## src/rtl/seed_a_arbiter_pkg.sv

```systemverilog
// seed_a_arbiter_pkg: shared types and constants for the seedA storage
// arbiter. It holds the FSM state encoding, the {startIn, startOut} command
// codes and the number of 64-bit words in one 128-bit seed.
package seed_a_arbiter_pkg;

   typedef enum logic [2:0] {
      ST_IDLE    = 3'd0,
      ST_CMD_LD  = 3'd1,
      ST_LOADING = 3'd2,
      ST_CMD_RD  = 3'd3,
      ST_READING = 3'd4
   } seeda_state_t;

   // Storage command bits are ordered {startIn, startOut}.
   localparam logic [1:0] SEEDA_CMD_LOAD = 2'b10;
   localparam logic [1:0] SEEDA_CMD_READ = 2'b01;

   localparam int unsigned SEEDA_WORDS = 2;

endpackage

```

## src/rtl/seed_a_arbiter_rr_pick.sv

```systemverilog
// seed_a_arbiter_rr_pick: combinational round-robin picker.
// It searches req upward from ptr and wraps around. It returns the index of
// the first set bit and a found flag.
// Ports:
//   req   in  N  request vector
//   ptr   in  W  search start position (0..N-1)
//   idx   out W  chosen index (0 when nothing is found)
//   found out 1  at least one request bit is set
module seed_a_arbiter_rr_pick
   import seed_a_arbiter_pkg::*;
#(
   parameter int N = 2,
   parameter int W = 1
) (
   input  logic [N-1:0] req,
   input  logic [W-1:0] ptr,
   output logic [W-1:0] idx,
   output logic         found
);

   logic [W-1:0] pos;

   always_comb begin
      idx   = '0;
      found = 1'b0;
      pos   = '0;
      for (int k = 0; k < N; k++) begin
         pos = W'((int'(ptr) + k) % N);
         if (!found && req[pos]) begin
            found = 1'b1;
            idx   = pos;
         end
      end
   end

endmodule

```

## src/rtl/seed_a_arbiter.sv

```systemverilog
// seed_a_arbiter: schedules access to the 128-bit seedA storage.
// One loader and NUM_RD readers share the storage. The block issues the
// storage load/read commands one at a time. It routes the two-word read
// stream to the granted reader. Reads are held off until a complete seed
// has been loaded.
// Ports:
//   clk, rst (async, active high)
//   ld_req / ld_ack                         loader request / acceptance pulse
//   rd_req, rd_canReceive                   per-reader request / ready
//   rd_data, rd_isReady, rd_isLast          read stream to readers
//   st_cmd, st_cmd_isReady/_canReceive      storage command channel
//   st_out, st_out_isReady/_canReceive/_isLast  storage output stream
//   st_in_fire_last                         storage input last-word monitor
//   seed_valid                              a complete seed is held
//   rd_count (only with SEEDA_ARB_READ_COUNT_EN) saturating count of completed reads
//
// state      | meaning
// -----------+-----------------------------------------------------
// ST_IDLE    | waiting; a load wins over reads, reads need seed_valid
// ST_CMD_LD  | load command presented until storage accepts it
// ST_LOADING | storage being filled; wait for its last input word
// ST_CMD_RD  | read command presented for the granted reader
// ST_READING | stream routed to the granted reader until last word
module seed_a_arbiter
   import seed_a_arbiter_pkg::*;
#(
   parameter int NUM_RD   = 2,
   parameter int RD_IDX_W = (NUM_RD > 1) ? $clog2(NUM_RD) : 1
) (
   input  logic              clk,
   input  logic              rst,
   input  logic              ld_req,
   output logic              ld_ack,
   input  logic [NUM_RD-1:0] rd_req,
   output logic [63:0]       rd_data,
   output logic [NUM_RD-1:0] rd_isReady,
   input  logic [NUM_RD-1:0] rd_canReceive,
   output logic              rd_isLast,
   output logic [1:0]        st_cmd,
   output logic              st_cmd_isReady,
   input  logic              st_cmd_canReceive,
   input  logic [63:0]       st_out,
   input  logic              st_out_isReady,
   output logic              st_out_canReceive,
   input  logic              st_out_isLast,
   input  logic              st_in_fire_last,
   output logic              seed_valid
`ifdef SEEDA_ARB_READ_COUNT_EN
   ,
   output logic [15:0]       rd_count
`endif
);

   seeda_state_t        state;
   logic [RD_IDX_W-1:0] grant;
   logic [RD_IDX_W-1:0] rr_ptr;
   logic [RD_IDX_W-1:0] pick_idx;
   logic                pick_found;
   logic [RD_IDX_W-1:0] rr_next;
   logic                out_fire;
   logic                ld_fire;

   seed_a_arbiter_rr_pick #(
      .N (NUM_RD),
      .W (RD_IDX_W)
   ) u_rr_pick (
      .req   (rd_req),
      .ptr   (rr_ptr),
      .idx   (pick_idx),
      .found (pick_found)
   );

   assign rr_next  = (grant == RD_IDX_W'(NUM_RD - 1)) ? '0 : grant + RD_IDX_W'(1);
   assign out_fire = st_out_isReady & st_out_canReceive;
   assign ld_fire  = (state == ST_CMD_LD) & st_cmd_canReceive;

   // ld_ack must coincide with the command handshake, so it is decoded
   // rather than registered.
   assign ld_ack    = ld_fire;
   assign rd_data   = st_out;
   assign rd_isLast = st_out_isLast;

   always_comb begin
      rd_isReady        = '0;
      st_out_canReceive = 1'b0;
      if (state == ST_READING) begin
         rd_isReady[grant] = st_out_isReady;
         st_out_canReceive = rd_canReceive[grant];
      end
   end

   always_ff @(posedge clk or posedge rst) begin
      if (rst) begin
         state          <= ST_IDLE;
         grant          <= '0;
         rr_ptr         <= '0;
         seed_valid     <= 1'b0;
         st_cmd         <= '0;
         st_cmd_isReady <= 1'b0;
      end else begin
         case (state)
            ST_IDLE: begin
               if (ld_req) begin
                  state          <= ST_CMD_LD;
                  st_cmd         <= SEEDA_CMD_LOAD;
                  st_cmd_isReady <= 1'b1;
               end else if (seed_valid && pick_found) begin
                  grant          <= pick_idx;
                  state          <= ST_CMD_RD;
                  st_cmd         <= SEEDA_CMD_READ;
                  st_cmd_isReady <= 1'b1;
               end
            end
            ST_CMD_LD: begin
               if (st_cmd_canReceive) begin
                  // The old seed is being overwritten from here on.
                  seed_valid     <= 1'b0;
                  st_cmd         <= '0;
                  st_cmd_isReady <= 1'b0;
                  state          <= ST_LOADING;
               end
            end
            ST_LOADING: begin
               if (st_in_fire_last) begin
                  seed_valid <= 1'b1;
                  state      <= ST_IDLE;
               end
            end
            ST_CMD_RD: begin
               if (st_cmd_canReceive) begin
                  st_cmd         <= '0;
                  st_cmd_isReady <= 1'b0;
                  state          <= ST_READING;
               end
            end
            ST_READING: begin
               if (out_fire && st_out_isLast) begin
                  rr_ptr <= rr_next;
                  state  <= ST_IDLE;
               end
            end
            default: begin
               state          <= ST_IDLE;
               st_cmd         <= '0;
               st_cmd_isReady <= 1'b0;
            end
         endcase
      end
   end

`ifdef SEEDA_ARB_READ_COUNT_EN
   always_ff @(posedge clk or posedge rst) begin
      if (rst) begin
         rd_count <= '0;
      end else if (ld_fire) begin
         rd_count <= '0;
      end else if ((state == ST_READING) && out_fire && st_out_isLast &&
                   (rd_count != 16'hFFFF)) begin
         rd_count <= rd_count + 16'd1;
      end
   end
`endif

endmodule

```

## config.mk

```make
export PLATFORM = sky130hd
export DESIGN_NAME = seed_a_arbiter
export DESIGN_NICKNAME = d
export VERILOG_FILES = /design/src/rtl/seed_a_arbiter_pkg.sv /design/src/rtl/seed_a_arbiter_rr_pick.sv /design/src/rtl/seed_a_arbiter.sv
export SDC_FILE = /design/constraint.sdc
export NUM_CORES = 1
export LEC_CHECK = 0
export CORE_MARGIN = 2
export CORE_UTILIZATION = 25
export CTS_CLUSTER_DIAMETER = 40
export CTS_CLUSTER_SIZE = 24
export DETAILED_ROUTE_END_ITERATION = 8
export GPL_ROUTABILITY_DRIVEN = 0
export PLACE_DENSITY_LB_ADDON = 0.2
export SYNTH_ARGS = -nofsm -noshare
export SYNTH_HDL_FRONTEND = slang
export SYNTH_HIERARCHICAL = 1
export SYNTH_SLANG_ARGS = --single-unit
```

## constraint.sdc

```tcl
create_clock -name clk -period 1.91 [get_ports clk]
set_input_delay 0.2865 -clock clk [delete_from_list [all_inputs] [get_ports clk]]
set_output_delay 0.2865 -clock clk [all_outputs]
set_load 0.05 [all_outputs]
```

**After elaboration in Yosys (flattened, before gate mapping)**

Index checks and enable logic that the tools add are counted.

- Output and inout bits: 73
- Flip-flop bits (word level): 9
- Word-level logic and storage cells: 73

- Equality and inequality tests: 10
- Reduce and logical (&&, ||, !) cells: 14
- $add $sub $neg: 2
- $lt $le $gt $ge: 4
- Muxes and demuxes: 32
- Bitwise logic cells: 5

Operators with widths:

| kind | count |
|---|---|
| 3-bit 2-to-1 mux | 6 |
| 1-bit 2-to-1 mux | 17 |
| 3-bit one-hot mux with 5 select lines | 1 |
| 3-bit AND reduction | 3 |
| 2-bit 2-to-1 mux | 4 |
| 3-bit by 2-bit == test with 1-bit output (second input constant) | 2 |
| 1-bit by 2-bit < comparator with 1-bit output (second input constant) | 3 |
| 2-bit inequality test (second input constant) | 3 |
| 2-bit one-hot mux with 3 select lines | 1 |
| 5-bit AND reduction | 1 |
| 1-bit logical AND | 4 |
| 2-bit by 1-bit inequality test with 1-bit output (second input constant) | 2 |
| 2-bit OR reduction | 2 |
| 3-bit by 1-bit == test with 1-bit output (second input constant) | 1 |
| 3-bit == test (second input constant) | 1 |
| 3-bit zero test | 1 |
| 3-bit inequality test (second input constant) | 1 |
| 1-bit one-hot mux with 3 select lines | 1 |
| 1-bit adder (second input constant) | 2 |
| 1-bit bitwise AND | 2 |
| 2-bit bitwise AND | 1 |
| 1-bit NOT | 2 |
| 1-bit one-hot mux with 2 select lines | 1 |
| 2-bit AND reduction | 1 |
| 4 further kinds | 4 |

**Longest topological paths before layout**

Gate-level depths: netlist (run 1).

- Word-level depth: 10
- Mapped depth: 5

**Modules after synthesis**

Netlist (run 1), hierarchy kept.

Modules (own cells, without submodules):

| module | cells each | sequential area each (um^2) | area an instance (um^2) | times used |
|---|---|---|---|---|
| seed_a_arbiter | 122 | 225.2 | 1056.0 | 1 |
| seed_a_arbiter_rr_pick | 3 | 0.0 | 17.5 | 1 |

**Worst setup path before layout (run 1)**

No wires, ideal clock.

- Path kind: register to output
- From: reg state[0]
- To: out rd_isReady[0]
- Cell stages (with the launch flop): 4
- Path slack: -472 ps
- Arrival: 2096 ps
- Required time: 1623 ps
- Cells stage by stage: dfrtp_1 > buf_2 > or3b_4 > nor3b_1

- Longest elaborated chain between the ends: 2

Ends and longest elaborated chain:

| what | RTL line | source |
|---|---|---|
| from (decl) | seed_a_arbiter.sv:54 | `seeda_state_t state;` |
| from (signal assigned) | seed_a_arbiter.sv:94 | `state <= ST_IDLE;` |
| from (signal assigned) | seed_a_arbiter.sv:104 | `state <= ST_CMD_LD;` |
| from (signal assigned) | seed_a_arbiter.sv:109 | `state <= ST_CMD_RD;` |
| 3-bit == test | seed_a_arbiter.sv:86 | `if (state == ST_READING) begin` |
| 2-bit 2-to-1 mux | seed_a_arbiter.sv:86 |  |
| to (decl) | seed_a_arbiter.sv:36 | `output logic [NUM_RD-1:0] rd_isReady,` |

Every way passes these cells.

**Worst setup path after layout (run 1)**

- From: reg state[2]
- To: out rd_isReady[0]

Same word-level chain as after synthesis.

==> results of run 1 <==
[worst reg2reg max path: cells and delay by family (launching register included)]
| family | cells | cell delay, ps |
|---|---|---|
| buffers and inverters | 1 | 180 |
| DFF | 1 | 370 |
| muxes | 1 | 330 |
| and+or+nand+nor | 2 | 550 |
[Yosys cell counts, types with 2 or more instances]
| cell type | instances | area (µm²) |
|---|---|---|
| o2bb2ai_1 | 2 | 17.5 |
| a21oi_1 | 2 | 10.0 |
| dfrtp_1 | 9 | 225 |
| nor3b_1 | 2 | 15.0 |
| nand2_1 | 6 | 22.5 |
| clkbuf_1 | 2 | 7.51 |
| nor2_1 | 5 | 18.8 |
| o21ai_0 | 3 | 15.0 |
| inv_1 | 3 | 11.3 |
| buf_4 | 65 | 488 |
| mux2i_1 | 2 | 20.0 |
[worst max path at each step]
stage                startpoint           endpoint  slack, ps
4_1_cts                   grant  st_out_canReceive         50
2_1_floorplan          state[0]      rd_isReady[0]         20
3_3_place_gp   rd_canReceive[1]  st_out_canReceive        210
5_1_grt                state[2]      rd_isReady[0]         20
6_report               state[2]      rd_isReady[0]        100
3_5_place_dp   rd_canReceive[1]  st_out_canReceive        150
[state kept, by name, summed over array words and instances (netlist names)]
signal and cells:
grant 1, rr_ptr 1, seed_valid 1, st_cmd 2
st_cmd_isReady 1, state 3
[cell families (layout without fill, tap and decap cells)]
group / after synthesis / after routing / synth area share (%)
AOI/OAI and AO/OA: 19 / 19 / 14.8
buffers and inverters: 72 / 29 / 48.7
DFF: 9 / 9 / 21.0
muxes: 3 / 3 / 2.91
and+or+nand+nor: 22 / 22 / 12.6
[per-layer routing]
layer	wire, µm	part of all wire, %
met1	759	37
met2	866	43
met3	314	15
met4	86	4.2
met5	0	0
[stage by stage]
step	hold slack [ps]	power, µW	utilization (%)
after global routing	374	1440	23.3
after CTS	339	1350	23.2
after detailed placement	526	1120	22.0
after floorplan	114	1250	-
after global placement	543	1130	22.0
final	326	1340	23.3
[final cells by class]
cell class                      instances  area [µm²]  share of cell area [%]
Multi-Input combinational cell         44         339                    35.9
Timing Repair Buffer                   22         260                    27.6
Sequential cell                         9         225                    23.9
Tap cell                               50        62.6                    6.63
Clock buffer                            4        45.0                    4.77
Inverter                                3        11.3                    1.19
[power by group through the flow]
| stage | sequential (µW) | clock, µW | combinational [µW] |
|---|---|---|---|
| after floorplan | 453 | 0 | 796 |
| after global placement | 362 | 0 | 765 |
| after detailed placement | 361 | 0 | 760 |
| after CTS | 360 | 232 | 762 |
| after global routing | 372 | 248 | 820 |
| final | 358 | 225 | 761 |
==> metrics.md, run 1 <==
| Metric | Value |
|---|---|
| Post-synth ARST share | 100% |
| Worst IR drop on VDD | 0.721 mV |
| PD cells | around 1400 mW/mm² |
| EDFF count, synth | 0 |
| Worst path required time | about 1600 ps |
| P&R area growth vs syn | -12.1% |
| Leading cell type in the layout, fill and taps excluded | clkdlybuf4s50_1 |
| CP max FO | 5 |
| H-tree depth | 1 |
| Row count | 23 |
| Met3 usage | 5.23% |
| Seq/Total Area, Yosys | a little over a fifth |
| Slowest cell on crit path | or3b_4 |
| Power Internal | roughly 750 µW |
| Residual DRC | 0 |
| CTS resizes | 0 |
| Leak Pwr | about 0.00037 µW |
| Final setup violation count | 0 |
| Post-synthesis instance area | around 0.0011 mm² |
| Slew @ Worst Pin | 494 ps |
| CTS Hold Bufs | 0 |
| Die Ht | approximately 70 µm |
| Sw Share | 44.1% |
| Net Switching | about 600 µW |
| Setup tns final | 0 ps |
| Critical Path AT | around 1500 ps |
| Cell variety after synth | 35 |
| Share of cells above drive strength 1 | about a quarter |
| Run status | finished, final reports clean |
| Levels on crit path | 3 |
| Via count | 608 |
| Initial antenna violation count | 0 |
| WL final | between 2 and 2.5 mm |
| Root Driver | clkbuf_8 |
| First-pass GRT wire length | approximately 3.2 mm |
| GRT overflow | 0 |
| Layout Nets | ~160 |
| Final min period | 1810 ps |
| Max Cap Viol | 0 |
| Starting density of the core | a little over a quarter |
| Routing usage on met2 | approximately an eighth |
| WL per Instance | 15.3 µm |
| CP Class | flip-flop to output pin |
| Syn Nets | 200 |
| Critical Path Max Stage Delay | about 450 ps |
| DP Area | roughly 900 µm² |
| Via/cell ratio | ~4.6 |
| Layout Cells excl Fill | 132 |
| Clock buffer depth | 2 |
| Inst Count DP | between 100 and 150 |
| Vias in the first global route | 607 |
| RR Endpoint | grant |
| Max frequency | 552 MHz |
| Most Crowded Layer GR | met2 |
| GR Layer Usage met1 | 9.03% |
| Post-synth top flop | dfrtp_1 |
| CTS sink cnt | 9 |
| Fillers | between 400 and 500 |
| Reg clk slew, reported paths | ~50 ps |
| DIE AREA | between 0.004 and 0.005 mm² |
| Reg2Reg Depth | 4 |
| CP Cell Sequence | or3b_4 > nor3b_2 > buf_12 |
| CTS Buf Count | 3 |
| Hold WC Path Type | input pin to asynchronous set/reset pin |
| Post-CTS setup buffers | 0 |
| Die Span X | roughly 70 µm |
| Most frequent cells in the layout | 13 x clkdlybuf4s50_1, 9 x dfrtp_1, 6 x nand2_1 |
| I/O pins | ~150 |
| Worst flop-to-flop path startpoint | state[1] |
| Comb pwr share | a little under three fifths |
| First-pass DRT Iterations | 4 |
| DP HPWL | ~1.6 mm |
| Worst setup margin | between 90 and 100 ps |
| Antenna viol nets, final | 0 |
| Core area | slightly above 0.004 mm² |
| Setup Skew | 3.29 ps |
| # diodes | 0 |
| Clock latency on the worst-skew pair | approximately 240 ps |
| RSZ-0062 raised after global routing | false |
| Placement Setup Slack | between 100 and 150 ps |
| Fin area | ~940 µm² |
| Avg Cell Area, Syn | 8.59 µm² |
| Synthesis Warnings | 6 |
| Final Max Slew Viols | 0 |
| Seq cells post-synth | 9 |
| CP endpoint kind | output pin |
| Relative slew slack | 66.9% |
| Total track usage | about 8% |
| CP Launch Type | flip-flop |
| CTS tree | done |
| Crit path buf inv count | 1 |
| IO Port Bufs | 19 |
| DR iter-0 viols | 14 |
| Mapped Cells | between 100 and 150 |
| FF-to-FF setup slack | between 300 and 400 ps |
| Largest net degree at the start of global routing | 14 |
| Fin. Hold Viols | 0 |
| CP delay by family, top | simple AND/OR/NAND/NOR gates |
| Clock network power share | between 15 and 20% |
| Final period utilization | a little over nine tenths |
| Seq pwr share | around a quarter |
(Power assumes the default switching activity.)
==> inputs of run 2 (changes only) <==
--- a/config.mk
+++ b/config.mk
@@ -11,6 +11,7 @@
 export CTS_CLUSTER_SIZE = 24
 export DETAILED_ROUTE_END_ITERATION = 8
 export GPL_ROUTABILITY_DRIVEN = 0
+export GPL_TIMING_DRIVEN = 0
 export PLACE_DENSITY_LB_ADDON = 0.2
 export SYNTH_ARGS = -nofsm -noshare
 export SYNTH_HDL_FRONTEND = slang
==> run 2 against run 1 <==
Total power up 34%. Count of clock-buffer cells in the layout unchanged. Design area grew 120%. Largest power group unchanged. Non-clock buffer count increased by 131. Maximum frequency down 1.0%. Highest routed layer unchanged. Global-route usage grew 2.9 points.
==> metrics.md, run 2 (same netlist as run 1, synthesis figures left out) <==
| Metric | Value |
|---|---|
| Max reg flops | 3 |
| Slew @ Worst Pin | about 500 ps |
| Setup tns final | 0 ps |
| WL final | a little under 3 mm |
| CTS Hold Bufs | 0 |
| RSZ-0062 raised after global routing | false |
| Reg2Reg Depth | 4 |
| Run status | finished, final reports clean |
| Worst IR drop on VDD | just under 0.5 mV |
| Antenna viol nets, final | 0 |
| H-tree depth | 1 |
| Share of cells above drive strength 1 | approximately 39% |
| I/O pins | 148 |
| Final Max Slew Viols | 0 |
| Clock latency on the worst-skew pair | between 200 and 250 ps |
| Initial antenna violation count | 0 |
| RR Endpoint | rr_ptr |
| # diodes | 0 |
| Fin area | about 0.0020 mm² |
| CTS Buf Count | 3 |
| Hold WC Path Type | input pin to asynchronous set/reset pin |
| DP Area | approximately 0.0020 mm² |
| GRT overflow | 0 |
| Critical Path Max Stage Delay | ~470 ps |
| Critical Path AT | around 1500 ps |
| Slowest cell on crit path | dfrtp_2 |
| Worst flop-to-flop path startpoint | state[0] |
| Worst setup margin | between 70 and 80 ps |
| Final setup violation count | 0 |
| Leak Pwr | 0.000917 µW |
| Starting density of the core | between 20% and 30% |
| Largest net degree at the start of global routing | 11 |
| P&R area growth vs syn | 89.5% |
| FF-to-FF setup slack | approximately 420 ps |
| Final min period | between 1500 and 2000 ps |
| Die Span X | 69.5 µm |
| Most frequent cells in the layout | 78 x clkdlybuf4s50_1, 67 x buf_4, 8 x dfrtp_1 |
| Clock buffer depth | 2 |
| DR iter-0 viols | 7 |
| Vias in the first global route | between 1000 and 1500 |
| Final period utilization | a little over nine tenths |
| Max frequency | 546 MHz |
| Fin. Hold Viols | 0 |
| Core area | 0.00406 mm² |
| CP max FO | 11 |
| DP HPWL | about 2.5 mm |
| CP Launch Type | flip-flop |
| Max Cap Viol | 0 |
| WL per Instance | 11.1 µm |
| CTS sink cnt | 9 |
| Reg clk slew, reported paths | 50 ps |
| PD cells | around 880 mW/mm² |
| IO Port Bufs | 83 |
| Largest registers | state (3), st_cmd (2) |
| Leading cell type in the layout, fill and taps excluded | clkdlybuf4s50_1 |
| Worst path required time | approximately 1600 ps |
| CP Cell Sequence | or3b_4 > nor3b_2 > buf_6 |
| Placement Setup Slack | -337 ps |
| Top reg by flops | state |
| First-pass GRT wire length | about 4.5 mm |
| CP endpoint kind | output pin |
| Relative slew slack | between 60 and 70% |
| Via/cell ratio | 4.09 |
| Layout Nets | ~290 |
| Row count | 23 |
| Residual DRC | 0 |
| CTS tree | done |
| Die Ht | approximately 70 µm |
| Via count | 1076 |
| Root Driver | clkbuf_8 |
| First-pass DRT Iterations | 4 |
| Setup Skew | roughly 2.4 ps |
| CP Class | flip-flop to output pin |
| Total track usage | ~11% |
| DIE AREA | just under 0.005 mm² |
-- run 2: cell count changes in the layout (fill, tap and decap cells not counted), moves of 2 or more --
cell	delta
buf_6	+2
clkdlybuf4s50_1	+65
buf_12	-5
buf_4	+63
clkdlybuf4s15_2	+2
-- run 2: repair_timing --
item | in CTS | in global routing
pin swaps | 0 | 2
cloned | 0 | 0
hold endpoints to repair | 0 | 0
endpoints found under the setup margin | 5 | 3
resized for setup | 19 | 3
setup buffers | 0 | 2
-- run 2: through the flow --
step	utilization (%)	instances	hold slack, ps	power (µW)
2_1_floorplan	-	125	114	1250
3_3_place_gp	48.7	258	532	1580
3_5_place_dp	48.7	258	532	1580
4_1_cts	49.7	262	328	1810
5_1_grt	50.1	263	346	1900
6_report	50.1	263	314	1800
-- run 2: power breakdown --
part	leakage (µW)	switching, µW	internal (µW)
clock network	0.0000228	73.0	145
logic	0.000785	703	496
registers	0.000109	104	278
-- run 2: cell type report --
cell class	count	area, µm²
inverters	3	11.3
well taps	50	62.6
multi-input cells	44	335
flip-flops and latches	9	226
plain buffers	68	508
fillers	404	2020
repair buffers	85	846
clock buffers	4	45.0
-- run 2: routing by layer --
layer / routed length, µm / GRT usage (%) / part of all wire, % / vias up
li1: - / - / - / 525
met1: 1150 / 13.6 / 39 / 454
met2: 1330 / 17.9 / 46 / 95
met3: 423 / 5.52 / 15 / 2
met4: 8 / 1.31 / 0.27 / 0
met5: 0 / 0 / 0 / -
-- run 2: worst max-delay path: cells and delay by family, from the launching register on --
family	cells	cell delay, ps
simple gates	2	660
buf+inv	1	180
flops	1	470
-- run 2: worst max-delay path by stage --
| stage | endpoint | start | depth (start not counted) |
|---|---|---|---|
| 3_5_place_dp | rd_isReady[0] | state[0] | 4 |
| 6_report | rd_isReady[0] | state[0] | 3 |
| 4_1_cts | rd_isReady[0] | state[0] | 4 |
| 3_3_place_gp | rd_isReady[0] | state[0] | 4 |
| 5_1_grt | rd_isReady[0] | state[0] | 3 |
| 2_1_floorplan | rd_isReady[0] | state[0] | 3 |
